===== config.mk =====
export PLATFORM = sky130hd
export DESIGN_NAME = mc_control_unit_flat
export DESIGN_NICKNAME = d
export VERILOG_FILES = /design/src/rtl/mc_control_unit_pkg.sv /design/src/rtl/mc_control_unit_if.sv /design/src/rtl/mc_control_unit.sv /design/src/flat_wrapper.sv
export SDC_FILE = /design/constraint.sdc
export NUM_CORES = 1
export LEC_CHECK = 0
export BUFFER_PORTS_ARGS = -buffer_cell sky130_fd_sc_hd__buf_4
export CELL_PAD_IN_SITES_DETAIL_PLACEMENT = 0
export CELL_PAD_IN_SITES_GLOBAL_PLACEMENT = 1
export CORE_ASPECT_RATIO = 1.5
export CORE_MARGIN = 5
export CORE_UTILIZATION = 30
export CTS_BUF_LIST = sky130_fd_sc_hd__clkbuf_4
export DETAILED_ROUTE_END_ITERATION = 7
export PLACE_DENSITY_LB_ADDON = 0.1
export SYNTH_ARGS = -nofsm -noshare
export SYNTH_HDL_FRONTEND = slang
export SYNTH_SLANG_ARGS = --single-unit

===== constraint.sdc =====
create_clock -name clk -period 4.5 [get_ports clk]
set_clock_uncertainty 0.2 [all_clocks]
set_input_delay 1.35 -clock clk [delete_from_list [all_inputs] [get_ports clk]]
set_output_delay 1.35 -clock clk [all_outputs]
set_load 0.01 [all_outputs]

===== src/rtl/mc_control_unit_pkg.sv =====
// Shared definitions for the multi-cycle control unit: opcodes, ALU functions,
// datapath select encodings, FSM states and the control-word structure.
package mc_control_unit_pkg;

  // RV32 base opcodes (IR[6:0])
  localparam logic [6:0] OP_R_TYPE  = 7'b0110011;
  localparam logic [6:0] OP_I_ARITH = 7'b0010011;
  localparam logic [6:0] OP_LOAD    = 7'b0000011;
  localparam logic [6:0] OP_STORE   = 7'b0100011;
  localparam logic [6:0] OP_BRANCH  = 7'b1100011;
  localparam logic [6:0] OP_JAL     = 7'b1101111;
  localparam logic [6:0] OP_JALR    = 7'b1100111;
  localparam logic [6:0] OP_ECALL   = 7'b1110011;

  typedef enum logic [3:0] {
    ALU_ADD  = 4'd0,
    ALU_SUB  = 4'd1,
    ALU_SLL  = 4'd2,
    ALU_SLT  = 4'd3,
    ALU_SLTU = 4'd4,
    ALU_XOR  = 4'd5,
    ALU_SRL  = 4'd6,
    ALU_SRA  = 4'd7,
    ALU_OR   = 4'd8,
    ALU_AND  = 4'd9
  } alu_func_e;

  localparam logic       IORD_PC      = 1'b0;
  localparam logic       IORD_ALUOUT  = 1'b1;
  localparam logic       SRCA_PC      = 1'b0;
  localparam logic       SRCA_A       = 1'b1;
  localparam logic [1:0] SRCB_B       = 2'd0;
  localparam logic [1:0] SRCB_FOUR    = 2'd1;
  localparam logic [1:0] SRCB_IMM     = 2'd2;
  localparam logic [1:0] ALUOP_ADD    = 2'd0;
  localparam logic [1:0] ALUOP_SUB    = 2'd1;
  localparam logic [1:0] ALUOP_FUNCT  = 2'd2;
  localparam logic [1:0] WB_ALUOUT    = 2'd0;
  localparam logic [1:0] WB_MDR       = 2'd1;
  localparam logic [1:0] WB_ALU       = 2'd2;
  localparam logic       PCSRC_ALU    = 1'b0;
  localparam logic       PCSRC_ALUOUT = 1'b1;

  typedef enum logic [2:0] {
    ST_IF   = 3'd0,
    ST_ID   = 3'd1,
    ST_EX   = 3'd2,
    ST_MEM  = 3'd3,
    ST_WB   = 3'd4,
    ST_PC4  = 3'd5,
    ST_JWB  = 3'd6,
    ST_HALT = 3'd7
  } state_e;

  typedef enum logic [3:0] {
    CLS_R      = 4'd0,
    CLS_I      = 4'd1,
    CLS_LOAD   = 4'd2,
    CLS_STORE  = 4'd3,
    CLS_BRANCH = 4'd4,
    CLS_JAL    = 4'd5,
    CLS_JALR   = 4'd6,
    CLS_ECALL  = 4'd7,
    CLS_OTHER  = 4'd8
  } op_class_e;

  typedef struct packed {
    logic       pc_write;
    logic       iord;
    logic       mem_read;
    logic       mem_write;
    logic       ir_write;
    logic       mdr_write;
    logic       reg_write;
    logic       alu_src_a;
    logic [1:0] alu_src_b;
    logic [1:0] alu_op_sel;
    logic [1:0] wb_sel;
    logic       pc_source;
    logic       halted;
  } ctrl_t;

  function automatic op_class_e classify_op(input logic [6:0] opcode);
    op_class_e cls;
    case (opcode)
      OP_R_TYPE:  cls = CLS_R;
      OP_I_ARITH: cls = CLS_I;
      OP_LOAD:    cls = CLS_LOAD;
      OP_STORE:   cls = CLS_STORE;
      OP_BRANCH:  cls = CLS_BRANCH;
      OP_JAL:     cls = CLS_JAL;
      OP_JALR:    cls = CLS_JALR;
      OP_ECALL:   cls = CLS_ECALL;
      default:    cls = CLS_OTHER;
    endcase
    return cls;
  endfunction

  // Control word that advances PC by 4 through the ALU result path
  function automatic ctrl_t pc_plus4_ctrl();
    ctrl_t c;
    c            = '0;
    c.pc_write   = 1'b1;
    c.pc_source  = PCSRC_ALU;
    c.alu_src_a  = SRCA_PC;
    c.alu_src_b  = SRCB_FOUR;
    c.alu_op_sel = ALUOP_ADD;
    return c;
  endfunction

endpackage


===== src/rtl/mc_control_unit_if.sv =====
// Control/status bundle between the control unit (master) and the datapath (slave).
interface mc_control_unit_if;
  logic [6:0] opcode;
  logic       alu_bcond;
  logic       mem_ready;
  logic       is_halt;

  logic       pc_write;
  logic       iord;
  logic       mem_read;
  logic       mem_write;
  logic       ir_write;
  logic       mdr_write;
  logic       reg_write;
  logic       alu_src_a;
  logic [1:0] alu_src_b;
  logic [1:0] alu_op_sel;
  logic [1:0] wb_sel;
  logic       pc_source;
  logic       halted;

  modport master (
    input  opcode, alu_bcond, mem_ready, is_halt,
    output pc_write, iord, mem_read, mem_write, ir_write, mdr_write, reg_write,
           alu_src_a, alu_src_b, alu_op_sel, wb_sel, pc_source, halted
  );

  modport slave (
    output opcode, alu_bcond, mem_ready, is_halt,
    input  pc_write, iord, mem_read, mem_write, ir_write, mdr_write, reg_write,
           alu_src_a, alu_src_b, alu_op_sel, wb_sel, pc_source, halted
  );
endinterface


===== src/rtl/mc_control_unit.sv =====
// Multi-cycle RV32 control FSM: IF/ID/EX/MEM/WB plus PC4, JWB and HALT states.
// Outputs are decoded from state (Mealy on mem_ready/alu_bcond) and forced low during reset.
module mc_control_unit
  import mc_control_unit_pkg::*;
(
  input  logic              clk,
  input  logic              reset,
  mc_control_unit_if.master bus
);

  state_e    state_r;
  state_e    next_state_s;
  op_class_e op_r;
  op_class_e id_class_s;
  ctrl_t     ctrl_s;
  ctrl_t     out_s;

  assign id_class_s = classify_op(bus.opcode);

  // State register; reset returns to IF from any state, including MEM and HALT
  always_ff @(posedge clk or posedge reset) begin
    if (reset) begin
      state_r <= ST_IF;
    end else begin
      state_r <= next_state_s;
    end
  end

  // Instruction class captured leaving ID so later states ignore IR changes
  always_ff @(posedge clk or posedge reset) begin
    if (reset) begin
      op_r <= CLS_OTHER;
    end else if (state_r == ST_ID) begin
      op_r <= id_class_s;
    end else begin
      op_r <= op_r;
    end
  end

  // Next-state and control-word decode
  always_comb begin
    next_state_s = state_r;
    ctrl_s       = '0;
    case (state_r)
      ST_IF: begin
        ctrl_s.mem_read = 1'b1;
        ctrl_s.iord     = IORD_PC;
        if (bus.mem_ready) begin
          ctrl_s.ir_write = 1'b1;
          next_state_s    = ST_ID;
        end else begin
          next_state_s = ST_IF;
        end
      end

      ST_ID: begin
        ctrl_s.alu_src_a  = SRCA_PC;
        ctrl_s.alu_src_b  = SRCB_IMM;
        ctrl_s.alu_op_sel = ALUOP_ADD;
        case (id_class_s)
          CLS_R, CLS_I, CLS_LOAD, CLS_STORE, CLS_BRANCH, CLS_JALR: next_state_s = ST_EX;
          CLS_JAL: next_state_s = ST_JWB;
          CLS_ECALL: begin
            if (bus.is_halt) begin
              next_state_s = ST_HALT;
            end else begin
              next_state_s = ST_PC4;
            end
          end
          default: next_state_s = ST_PC4;
        endcase
      end

      ST_EX: begin
        ctrl_s.alu_src_a = SRCA_A;
        case (op_r)
          CLS_R: begin
            ctrl_s.alu_src_b  = SRCB_B;
            ctrl_s.alu_op_sel = ALUOP_FUNCT;
            next_state_s      = ST_WB;
          end
          CLS_I: begin
            ctrl_s.alu_src_b  = SRCB_IMM;
            ctrl_s.alu_op_sel = ALUOP_FUNCT;
            next_state_s      = ST_WB;
          end
          CLS_LOAD, CLS_STORE: begin
            ctrl_s.alu_src_b  = SRCB_IMM;
            ctrl_s.alu_op_sel = ALUOP_ADD;
            next_state_s      = ST_MEM;
          end
          CLS_BRANCH: begin
            ctrl_s.alu_src_b  = SRCB_B;
            ctrl_s.alu_op_sel = ALUOP_SUB;
            // Taken branch loads the ID-computed target from ALUOut right away
            if (bus.alu_bcond) begin
              ctrl_s.pc_write  = 1'b1;
              ctrl_s.pc_source = PCSRC_ALUOUT;
              next_state_s     = ST_IF;
            end else begin
              next_state_s = ST_PC4;
            end
          end
          CLS_JALR: begin
            ctrl_s.alu_src_b  = SRCB_IMM;
            ctrl_s.alu_op_sel = ALUOP_ADD;
            next_state_s      = ST_JWB;
          end
          default: begin
            ctrl_s       = '0;
            next_state_s = ST_PC4;
          end
        endcase
      end

      ST_MEM: begin
        case (op_r)
          CLS_LOAD: begin
            ctrl_s.iord     = IORD_ALUOUT;
            ctrl_s.mem_read = 1'b1;
            if (bus.mem_ready) begin
              ctrl_s.mdr_write = 1'b1;
              next_state_s     = ST_WB;
            end else begin
              next_state_s = ST_MEM;
            end
          end
          CLS_STORE: begin
            if (bus.mem_ready) begin
              ctrl_s       = pc_plus4_ctrl();
              next_state_s = ST_IF;
            end else begin
              next_state_s = ST_MEM;
            end
            ctrl_s.iord      = IORD_ALUOUT;
            ctrl_s.mem_write = 1'b1;
          end
          default: next_state_s = ST_IF;
        endcase
      end

      ST_WB: begin
        ctrl_s           = pc_plus4_ctrl();
        ctrl_s.reg_write = 1'b1;
        if (op_r == CLS_LOAD) begin
          ctrl_s.wb_sel = WB_MDR;
        end else begin
          ctrl_s.wb_sel = WB_ALUOUT;
        end
        next_state_s = ST_IF;
      end

      ST_PC4: begin
        ctrl_s       = pc_plus4_ctrl();
        next_state_s = ST_IF;
      end

      ST_JWB: begin
        // rd <= PC+4 from the live ALU result while PC takes the jump target in ALUOut
        ctrl_s           = pc_plus4_ctrl();
        ctrl_s.reg_write = 1'b1;
        ctrl_s.wb_sel    = WB_ALU;
        ctrl_s.pc_source = PCSRC_ALUOUT;
        next_state_s     = ST_IF;
      end

      ST_HALT: begin
        ctrl_s.halted = 1'b1;
        next_state_s  = ST_HALT;
      end

      default: begin
        ctrl_s       = '0;
        next_state_s = ST_IF;
      end
    endcase
  end

  // Reset masks every control output immediately
  always_comb begin
    if (reset) begin
      out_s = '0;
    end else begin
      out_s = ctrl_s;
    end
  end

  assign bus.pc_write   = out_s.pc_write;
  assign bus.iord       = out_s.iord;
  assign bus.mem_read   = out_s.mem_read;
  assign bus.mem_write  = out_s.mem_write;
  assign bus.ir_write   = out_s.ir_write;
  assign bus.mdr_write  = out_s.mdr_write;
  assign bus.reg_write  = out_s.reg_write;
  assign bus.alu_src_a  = out_s.alu_src_a;
  assign bus.alu_src_b  = out_s.alu_src_b;
  assign bus.alu_op_sel = out_s.alu_op_sel;
  assign bus.wb_sel     = out_s.wb_sel;
  assign bus.pc_source  = out_s.pc_source;
  assign bus.halted     = out_s.halted;

endmodule


===== src/flat_wrapper.sv =====
// flat-port wrapper written by rule: the top's interface ports become plain ports
module mc_control_unit_flat import mc_control_unit_pkg::*;
  (clk, reset, bus_opcode, bus_alu_bcond, bus_mem_ready, bus_is_halt, bus_pc_write, bus_iord, bus_mem_read, bus_mem_write, bus_ir_write, bus_mdr_write, bus_reg_write, bus_alu_src_a, bus_alu_src_b, bus_alu_op_sel, bus_wb_sel, bus_pc_source, bus_halted);
  mc_control_unit_if bus_i ();
  input  logic clk;
  input  logic reset;
  input wire logic [$bits(bus_i.opcode)-1:0] bus_opcode;
  input wire logic [$bits(bus_i.alu_bcond)-1:0] bus_alu_bcond;
  input wire logic [$bits(bus_i.mem_ready)-1:0] bus_mem_ready;
  input wire logic [$bits(bus_i.is_halt)-1:0] bus_is_halt;
  output wire logic [$bits(bus_i.pc_write)-1:0] bus_pc_write;
  output wire logic [$bits(bus_i.iord)-1:0] bus_iord;
  output wire logic [$bits(bus_i.mem_read)-1:0] bus_mem_read;
  output wire logic [$bits(bus_i.mem_write)-1:0] bus_mem_write;
  output wire logic [$bits(bus_i.ir_write)-1:0] bus_ir_write;
  output wire logic [$bits(bus_i.mdr_write)-1:0] bus_mdr_write;
  output wire logic [$bits(bus_i.reg_write)-1:0] bus_reg_write;
  output wire logic [$bits(bus_i.alu_src_a)-1:0] bus_alu_src_a;
  output wire logic [$bits(bus_i.alu_src_b)-1:0] bus_alu_src_b;
  output wire logic [$bits(bus_i.alu_op_sel)-1:0] bus_alu_op_sel;
  output wire logic [$bits(bus_i.wb_sel)-1:0] bus_wb_sel;
  output wire logic [$bits(bus_i.pc_source)-1:0] bus_pc_source;
  output wire logic [$bits(bus_i.halted)-1:0] bus_halted;
  assign bus_i.opcode = bus_opcode;
  assign bus_i.alu_bcond = bus_alu_bcond;
  assign bus_i.mem_ready = bus_mem_ready;
  assign bus_i.is_halt = bus_is_halt;
  assign bus_pc_write = bus_i.pc_write;
  assign bus_iord = bus_i.iord;
  assign bus_mem_read = bus_i.mem_read;
  assign bus_mem_write = bus_i.mem_write;
  assign bus_ir_write = bus_i.ir_write;
  assign bus_mdr_write = bus_i.mdr_write;
  assign bus_reg_write = bus_i.reg_write;
  assign bus_alu_src_a = bus_i.alu_src_a;
  assign bus_alu_src_b = bus_i.alu_src_b;
  assign bus_alu_op_sel = bus_i.alu_op_sel;
  assign bus_wb_sel = bus_i.wb_sel;
  assign bus_pc_source = bus_i.pc_source;
  assign bus_halted = bus_i.halted;
  mc_control_unit u_core (.clk(clk), .reset(reset), .bus(bus_i));
endmodule

==> flow_summary.ini <==
[status]
status = finished, final reports clean

[floorplanning]
dieWidth_um = 51.6
fp.dieH_um = 72.3
start_util = 0.314
core_um2 = 2480
floorplan.rows = 22
ios = 28
dieArea_um2 = 3730

[clock_network]
clock_latency_ns = 0.25
clockBufferDepth = 2
clk_pin_slew_ns = 0.05
numCtsBuffers = 3
clock-sinks = 7
htreeDepth = 1
clock_tree.root_cell = clkbuf_4
cts_tree = built
ctsHoldBuffers = 0
post-cts-setup-buffer-count = 0
cts_resized = 0

[yosys]
syn_nets = 114
yosysWarnings = 0
avgSynthCellArea_um2 = 7.62
synth-async-reset-ratio = 1.00
synth_cell_types = 46
syn-cell-area_um2 = 777
ys_ff_latch = 7
synth_cells = 102
synth_edf_count = 0
ys_seq_area_frac = 0.227
synth_ff_type = dfrtp_1

[grt]
grt_overflow = 0
grt_first_pass_wirelength_mm = 3.52
grt_use_total = 0.121
grt_pass1_vias = 761
antenna_found_initial = 0
grt_max_degree = 16

[detailed_routing]
vias = 817
route.antenna.remaining_nets = 0
routedWlPerCell_um = 14.3
first_pass_iters = 2
viasPerCell = 5.48
drt_iter0_drc = 6
wirelength_mm = 2.14
drc = 0

[cells_and_area]
final_cell_count_no_fill = 149
diodes = 0
syn2layout_area_growth_pct = 28.0
postLayoutCoreUtil = 0.402
regArea_um2 = 176
fillers = 284
multi_input_area_um2 = 541
layout.nets = 138
stdcell_area_um2 = 995
drive_above_1_share = 0.320

[sta]
tightestPinTransition_ns = 0.617
fmax_ghz = 0.261
finalCriticalPeriod_ns = 3.84
setup-tns-final_ns = 0
hold_viol_final = 0
finalSetupViolCount = 0
fin_crit_sh = 0.852
rsz0062_at_grt = false
relSlewSlack = 0.578
drv_slew = 0

[critical_path]
worst-setup-path-type = in2out
cp_max_fo = 8
required_ns = 2.95
worst_setup_path_start_kind = primary input
crit_arrival_ns = 2.29
end_kind = output pin

[place]
placedCellCount = 145
dp_hpwl_mm = 1.79
place_congestion = 0.783
port_buffers = 27
placed_area_um2 = 965

[power]
power.density_nw_per_um2 = 385
leakagePower_nw = 0.437
ir_drop_mv = 0.221
p_total_mw = 0.383

[run]
maxCapViolations = 0

[hold_path]
min_path_type = reg2reg
==> through the flow <==
step                      hold WS [ns]  setup WS (ns)
after floorplan                  0.362          0.714
after global placement           0.323          0.666
after detailed placement         0.323          0.657
after CTS                        0.331          0.655
after global routing             0.372          0.536
final                            0.332          0.664
==> layout make-up <==
cell class / count / area share
Multi-Input combinational cell: 83 / 0.543
Timing Repair Buffer: 27 / 0.204
Sequential cell: 7 / 0.177
Clock buffer: 4 / 0.0302
Tap cell: 24 / 0.0302
Inverter: 4 / 0.0151
==> worst paths after layout <==
| check | endpoint | startpoint | slack [ns] | depth (start not counted) |
|---|---|---|---|---|
| max in group asynchronous | u_core.op_r[3]$_DFFE_PP1P_ | reset | 2.97 | 2 |
| max | bus_alu_op_sel[1] | reset | 0.66 | 6 |
| min reg2reg | u_core.op_r[3]$_DFFE_PP1P_ | u_core.op_r[3]$_DFFE_PP1P_ | 0.33 | 2 |
| min | u_core.op_r[3]$_DFFE_PP1P_ | u_core.op_r[3]$_DFFE_PP1P_ | 0.33 | 2 |
| min in group asynchronous | u_core.state_r[2]$_DFF_PP0_ | reset | 0.87 | 2 |
| max reg2reg | u_core.state_r[1]$_DFF_PP0_ | u_core.state_r[0]$_DFF_PP0_ | 2.57 | 4 |
==> synthesized netlist by cell type (2+ instances only) <==
cell type	n	area share
nor3_1	5	0.032
a21oi_1	7	0.045
clkbuf_1	3	0.014
and2_1	2	0.016
a21o_1	2	0.019
o21ai_0	3	0.019
nor2_1	11	0.053
a2111oi_0	2	0.023
nor3b_1	2	0.019
inv_1	4	0.019
nand2_1	9	0.043
o41ai_1	2	0.023
nand2b_1	4	0.032
nor2b_1	3	0.024
o21ai_1	3	0.019
buf_2	3	0.019
and3_1	2	0.016
and3b_1	2	0.023
dfrtp_1	6	0.19
==> routing by layer <==
| metal | wire length, um | global-route usage | part of all wire |
|---|---|---|---|
| met5 | 0 | 0 | 0 |
| met4 | 34 | 0.0437 | 0.016 |
| met3 | 112 | 0.0185 | 0.052 |
| met2 | 1160 | 0.225 | 0.54 |
| met1 | 830 | 0.135 | 0.39 |
==> sequential cells by signal, indices dropped and copies added (netlist names) <==
signal	cells
u_core.op_r	4
u_core.state_r	3
==> cell usage in the layout (no fill, tap or decap), types with 2 or more instances in the layout <==
cell and instances:
nand2b_1 4, nor2b_1 3, nor2_1 11, a21oi_1 7
nor3b_1 2, inv_1 4, o41ai_1 2, o21ai_0 3
and2_1 2, and3_1 2, buf_4 27, o21ai_1 3
dfrtp_1 6, nor3_1 5, a21o_1 2, clkbuf_4 4
a2111oi_0 2, nand2_1 9, and3b_1 2
==> report_power, final <==
part | switching (mW) | total, mW | internal, mW
Clock | 0.0229 | 0.0627 | 0.0398
Sequential | 0.0623 | 0.149 | 0.0865
Combinational | 0.0905 | 0.172 | 0.0812
==> cell families (layout without fill, tap and decap cells) <==
| kind of cell | count (synthesis) | count (layout) | share of synthesized area |
|---|---|---|---|
| AND/OR/NAND/NOR | 50 | 50 | 0.388 |
| AO/OA/AOI/OAI | 31 | 31 | 0.282 |
| buffers and inverters | 12 | 35 | 0.0773 |
| flip-flops | 7 | 7 | 0.227 |
| XOR/XNOR | 1 | 1 | 0.0113 |
| multiplexers | 1 | 1 | 0.0145 |
==> worst max-delay path, stage by stage <==
cell,delay [ns]
buf_4,0.14
nor2_1,0.15
nand2_1,0.09
or3_1,0.33
nor2_1,0.09
buf_4,0.12
(Power assumes the default switching activity.)
